===== src/rtl/multicycle_ctrl_fsm.sv =====
// Multi-cycle RISC-V sequencing controller: drives the shared ALU, the shared memory port and the
// register file through a per-instruction state sequence, with a memory-wait timeout and a retire counter.
//
// state    | meaning
// ---------+-----------------------------------------------------------
// FETCH    | read instruction at PC, PC <= PC + 4 on completion
// DECODE   | latch opcode, compute branch target into ALUOut
// EXEC_R   | rs1 op rs2 (funct decode)
// EXEC_I   | rs1 + imm
// MEM_ADDR | rs1 + imm address for load/store
// MEM_RD   | data read at ALUOut
// MEM_WR   | data write at ALUOut, retires on completion
// WB_ALU   | write ALU result to rd, retires
// WB_MEM   | write memory data to rd, retires
// BRANCH   | compare rs1/rs2, load target when equal, retires
// JUMP     | load target, retires
// TRAP     | sticky error, left only through reset

module multicycle_ctrl_fsm #(
    parameter int unsigned MEM_TIMEOUT = 15
) (
    input  logic        clk,
    input  logic        arst_n,
    input  logic [6:0]  opcode,
    input  logic        zero,
    input  logic        mem_ready,
    output logic        pc_write,
    output logic        ir_write,
    output logic        i_or_d,
    output logic        mem_read,
    output logic        mem_write,
    output logic [1:0]  alu_src_a,
    output logic [1:0]  alu_src_b,
    output logic [1:0]  alu_op,
    output logic [1:0]  pc_source,
    output logic        reg_write,
    output logic        mem_2_reg,
    output logic        instr_done,
    output logic [31:0] retired,
    output logic        trap,
    output logic [3:0]  state
);

    localparam logic [3:0] S_FETCH    = 4'd0;
    localparam logic [3:0] S_DECODE   = 4'd1;
    localparam logic [3:0] S_EXEC_R   = 4'd2;
    localparam logic [3:0] S_EXEC_I   = 4'd3;
    localparam logic [3:0] S_MEM_ADDR = 4'd4;
    localparam logic [3:0] S_MEM_RD   = 4'd5;
    localparam logic [3:0] S_MEM_WR   = 4'd6;
    localparam logic [3:0] S_WB_ALU   = 4'd7;
    localparam logic [3:0] S_WB_MEM   = 4'd8;
    localparam logic [3:0] S_BRANCH   = 4'd9;
    localparam logic [3:0] S_JUMP     = 4'd10;
    localparam logic [3:0] S_TRAP     = 4'd15;

    localparam logic [6:0] OP_ALU_R = 7'b0110011;
    localparam logic [6:0] OP_ALU_I = 7'b0010011;
    localparam logic [6:0] OP_BEQ   = 7'b1100011;
    localparam logic [6:0] OP_JAL   = 7'b1101111;
    localparam logic [6:0] OP_LOAD  = 7'b0000011;
    localparam logic [6:0] OP_STORE = 7'b0100011;

    localparam logic [7:0] TIMEOUT_CNT = 8'(MEM_TIMEOUT);

    logic [3:0]  state_q, state_d;
    logic [6:0]  op_q, op_d;
    logic [7:0]  wait_cnt_q, wait_cnt_d;
    logic [31:0] retired_q, retired_d;
    logic        mem_wait;

    // Shared handshake decision for the three request states: complete, time out, or keep waiting.
    function automatic logic [4:0] mem_step(input logic rdy, input logic [7:0] cnt,
                                            input logic [3:0] done_st, input logic [3:0] hold_st);
        if (rdy)
            return {1'b0, done_st};
        else if (cnt == TIMEOUT_CNT)
            return {1'b0, S_TRAP};
        else
            return {1'b1, hold_st};
    endfunction

    always_comb begin
        pc_write   = 1'b0;
        ir_write   = 1'b0;
        i_or_d     = 1'b0;
        mem_read   = 1'b0;
        mem_write  = 1'b0;
        alu_src_a  = 2'd0;
        alu_src_b  = 2'd0;
        alu_op     = 2'b00;
        pc_source  = 2'd0;
        reg_write  = 1'b0;
        mem_2_reg  = 1'b0;
        instr_done = 1'b0;
        trap       = 1'b0;
        mem_wait   = 1'b0;
        state_d    = state_q;

        case (state_q)
            S_FETCH: begin
                mem_read  = 1'b1;
                alu_src_b = 2'd1;
                ir_write  = mem_ready;
                pc_write  = mem_ready;
                {mem_wait, state_d} = mem_step(mem_ready, wait_cnt_q, S_DECODE, S_FETCH);
            end
            S_DECODE: begin
                alu_src_a = 2'd2;
                alu_src_b = 2'd2;
                case (opcode)
                    OP_ALU_R:          state_d = S_EXEC_R;
                    OP_ALU_I:          state_d = S_EXEC_I;
                    OP_LOAD, OP_STORE: state_d = S_MEM_ADDR;
                    OP_BEQ:            state_d = S_BRANCH;
                    OP_JAL:            state_d = S_JUMP;
                    default:           state_d = S_TRAP;
                endcase
            end
            S_EXEC_R: begin
                alu_src_a = 2'd1;
                alu_op    = 2'b10;
                state_d   = S_WB_ALU;
            end
            S_EXEC_I: begin
                alu_src_a = 2'd1;
                alu_src_b = 2'd2;
                state_d   = S_WB_ALU;
            end
            S_MEM_ADDR: begin
                alu_src_a = 2'd1;
                alu_src_b = 2'd2;
                case (op_q)
                    OP_LOAD:  state_d = S_MEM_RD;
                    OP_STORE: state_d = S_MEM_WR;
                    default:  state_d = S_TRAP;
                endcase
            end
            S_MEM_RD: begin
                mem_read = 1'b1;
                i_or_d   = 1'b1;
                {mem_wait, state_d} = mem_step(mem_ready, wait_cnt_q, S_WB_MEM, S_MEM_RD);
            end
            S_MEM_WR: begin
                mem_write  = 1'b1;
                i_or_d     = 1'b1;
                instr_done = mem_ready;
                {mem_wait, state_d} = mem_step(mem_ready, wait_cnt_q, S_FETCH, S_MEM_WR);
            end
            S_WB_ALU: begin
                reg_write  = 1'b1;
                instr_done = 1'b1;
                state_d    = S_FETCH;
            end
            S_WB_MEM: begin
                reg_write  = 1'b1;
                mem_2_reg  = 1'b1;
                instr_done = 1'b1;
                state_d    = S_FETCH;
            end
            S_BRANCH: begin
                alu_src_a  = 2'd1;
                alu_op     = 2'b01;
                pc_source  = 2'd1;
                pc_write   = zero;
                instr_done = 1'b1;
                state_d    = S_FETCH;
            end
            S_JUMP: begin
                pc_source  = 2'd1;
                pc_write   = 1'b1;
                instr_done = 1'b1;
                state_d    = S_FETCH;
            end
            S_TRAP: begin
                trap = 1'b1;
            end
            default: begin
                state_d = S_TRAP;
            end
        endcase
    end

    // Any state change is an entry into a fresh access, so the counter restarts there.
    always_comb begin
        wait_cnt_d = wait_cnt_q;
        if (state_d != state_q)
            wait_cnt_d = 8'd0;
        else if (mem_wait)
            wait_cnt_d = wait_cnt_q + 8'd1;
    end

    assign op_d      = (state_q == S_DECODE) ? opcode : op_q;
    assign retired_d = instr_done ? retired_q + 32'd1 : retired_q;

    always_ff @(posedge clk or negedge arst_n) begin
        if (!arst_n) begin
            state_q    <= S_FETCH;
            op_q       <= 7'd0;
            wait_cnt_q <= 8'd0;
            retired_q  <= 32'd0;
        end else begin
            state_q    <= state_d;
            op_q       <= op_d;
            wait_cnt_q <= wait_cnt_d;
            retired_q  <= retired_d;
        end
    end

    assign retired = retired_q;
    assign state   = state_q;

endmodule


===== config.mk =====
export PLATFORM = sky130hd
export DESIGN_NAME = multicycle_ctrl_fsm
export DESIGN_NICKNAME = d
export VERILOG_FILES = /design/src/rtl/multicycle_ctrl_fsm.sv
export SDC_FILE = /design/constraint.sdc
export NUM_CORES = 1
export LEC_CHECK = 0
export BUFFER_PORTS_ARGS = -buffer_cell sky130_fd_sc_hd__buf_4
export CORE_AREA = 4 4 86 88
export CTS_BUF_LIST = sky130_fd_sc_hd__clkbuf_8
export CTS_CLUSTER_DIAMETER = 50
export DETAILED_ROUTE_END_ITERATION = 10
export DIE_AREA = 0 0 90 92
export GPL_ROUTABILITY_DRIVEN = 0
export PLACE_DENSITY = 0.67
export SLEW_MARGIN = 20
export SYNTH_ARGS = -nofsm -noshare
export SYNTH_HDL_FRONTEND = slang
export SYNTH_SLANG_ARGS = --single-unit
export TNS_END_PERCENT = 5

===== constraint.sdc =====
create_clock -name clk -period 2.5 [get_ports clk]
set_clock_uncertainty 0.2 [all_clocks]
set_input_delay 0.5 -clock clk [delete_from_list [all_inputs] [get_ports clk]]
set_output_delay 0.5 -clock clk [all_outputs]
set_load 0.1 [all_outputs]

==> qor.yml <==
clock_tree:
  ctsHtreeMaxLevel: 2
  cts_tree: "done"
  cts_buffers: 5
  insertion_delay_ns: 0.30
  cts-root-buf: "clkbuf_8"
  clkSlewWorstSetupHoldPaths_ns: 0.09
  cts_sinks: 51
  cts_buffer_depth: 2
  hold_buffers: 0
layout:
  ff_latch_area_um2: 1290
  post-route-util_pct: 58.6
  mostFrequentLayoutCells: "buf_4 (64), dfrtp_1 (47), nand2_1 (39)"
  multiInputGateArea_um2: 1690
  drive_gt1_share_pct: 36.2
  antennaDiodeCount: 0
  final_common_cell: "buf_4"
  layout.nets: 385
  fillers: 587
  syn_to_final_growth_pct: 32.7
die:
  num_rows: 30
  die_y_um: 92
  initial_core_util_pct: 44.1
  dieArea_um2: 8280
  core_area_um2: 6640
  die_x_um: 90
  num_io_pins: 64
drt:
  drt_pass1_iterations: 4
  wire_per_inst_um: 14.8
  vias: 2425
  via_per_inst: 5.35
  antenna_left: 0
  wirelength_um: 6700
  dr.first_iter.drc_count: 94
  drc_errors: 0
grt:
  antenna_found_initial: 0
  grt_pass1_wl_um: 11200
  grt_pass1_vias: 2403
  grt-ovfl-total: 0
  grt_max_degree: 52
  track_usage_pct: 16.1
sta:
  setup_viol: 0
  finalMaxSlewViolations: 0
  fin_crit_sh_pct: 98.8
  relSlewSlack_pct: 57.8
  setup_ws_ns: 0.0310
  rsz0062_at_grt: "true"
  timing.hold.ws_ns: 0.00899
  final.setup.tns_ns: 0
  finalCriticalPeriod_ns: 2.47
  max_freq_mhz: 405
  worstMarginPinSlew_ns: 0.634
  hold_violations: 0
setup_path:
  crit_arrival_ns: 1.77
  critPathCaptureType: "primary output"
  critPathKind: "reg -> out"
  start_kind: "register"
  critPathMaxFanout: 21
  reg2reg_slack_ns: 0.10
  cp_data_required_time_ns: 1.80
  reg2reg_depth: 7
logic_synthesis:
  synth_area_um2: 2930
  synth_area_per_cell_um2: 9.74
  synth.distinct_cells: 59
  ys_ff_latch: 51
  syn_nets: 314
  synthCells: 301
  yosysTopAreaCell: "dfrtp_1"
  synth.area.top_cells: "dfrtp_1 (44%), xnor2_1 (6.0%), xor2_1 (5.7%)"
  async_flop_share_pct: 100
  synth_warnings: 0
  seq_area_frac_synth_pct: 43.5
  yosysTopAreaCellShare_pct: 43.5
  synth_edf_count: 0
  ys.flop_type: "dfrtp_1"
worst_hold_path:
  hold_class: "in -> async"
placement:
  numPortBuffers: 62
  dp_hpwl_um: 4900
  dp_slack_ns: 0.0296
run:
  cap_violations: 0
power_and_ir_drop:
  power_density_nw_per_um2: 1360
  ir_worst_vdd_uv: 886
  p_leak_nw: 1.78
run_status:
  outcome: "finished, final reports clean"
==> critical path, stage by stage, from the launching register on <==
cell	delay, ns
dfrtp_4	0.50
buf_12	0.17
and2_1	0.19
a22oi_1	0.21
o22a_1	0.18
nor2_2	0.05
buf_8	0.17
==> area by class of cell <==
cell class / count / share of cell area [%]
Clock buffer: 5 / 1.77
Multi-Input combinational cell: 230 / 43.4
Timing Repair Buffer: 76 / 17.7
Clock inverter: 3 / 0.514
Sequential cell: 51 / 33.1
Tap cell: 80 / 2.57
Inverter: 8 / 0.932
==> where the power goes <==
group / switching (mW) / internal [mW]
registers: 0.146 / 0.983
clock network: 0.272 / 0.195
logic: 2.55 / 1.14
==> layer usage <==
metal  vias to the layer above  part of all wire [%]  global-route usage (%)
met5                         -                     0                       0
met4                         0                  0.57                    3.57
met3                         6                   4.5                    3.45
met2                        52                    49                    27.1
met1                      1173                    46                    21.3
li1                       1194                     -                       -
==> stage by stage <==
stage | area [um2] | instances | power, mW
floorplan | 3050 | 301 | 3.83
global placement | 3660 | 444 | 4.54
detailed placement | 3660 | 444 | 4.56
CTS | 3800 | 452 | 5.14
global route | 3890 | 453 | 5.57
finish | 3890 | 453 | 5.29
==> state kept, by name (all words and copies together) (netlist names) <==
signal      flops
op_q            7
retired        32
state           4
wait_cnt_q      8
==> path summary, 6_finish.rpt <==
path,startpoint,to
worst max-delay path,state[3],pc_write
worst min-delay path,arst_n,retired[22]
worst max register to register,state[3],wait_cnt_q[2]
worst min register to register,op_q[3],op_q[3]
max in group asynchronous,arst_n,state[2]
min in group clk,opcode[1],op_q[1]
==> Yosys cell counts (6+ instances only) <==
library cell,instances
xor2_1,19
dfrtp_1,51
nand2b_1,6
o21ai_0,6
nand2_1,40
nor2_1,27
xnor2_1,20
nand4_1,11
buf_2,8
nand3_1,12
and2_1,6
nor3_1,6
nor3_2,10
inv_1,7
==> what timing repair did <==
action / 4_1_cts / 5_1_grt
gates cloned: 0 / 0
endpoints found under the setup margin: 8 / 18
pin swaps: 0 / 1
setup buffers: 0 / 1
resized for setup: 14 / 15
==> cells by family (layout without fill, tap and decap cells) <==
| logic type | count (synthesis) | after routing | share of synthesized area, % |
|---|---|---|---|
| and+or+nand+nor | 150 | 150 | 28.7 |
| muxes | 6 | 6 | 2.18 |
| buffers and inverters | 20 | 92 | 3.28 |
| other | 1 | 1 | 0.128 |
| DFF | 51 | 51 | 43.5 |
| adders and majority gates | 2 | 2 | 0.853 |
| xor gates and xnor gates | 39 | 39 | 11.6 |
| AOI/OAI and AO/OA | 32 | 32 | 9.68 |
Note: power is estimated with default switching activity, not from simulation.
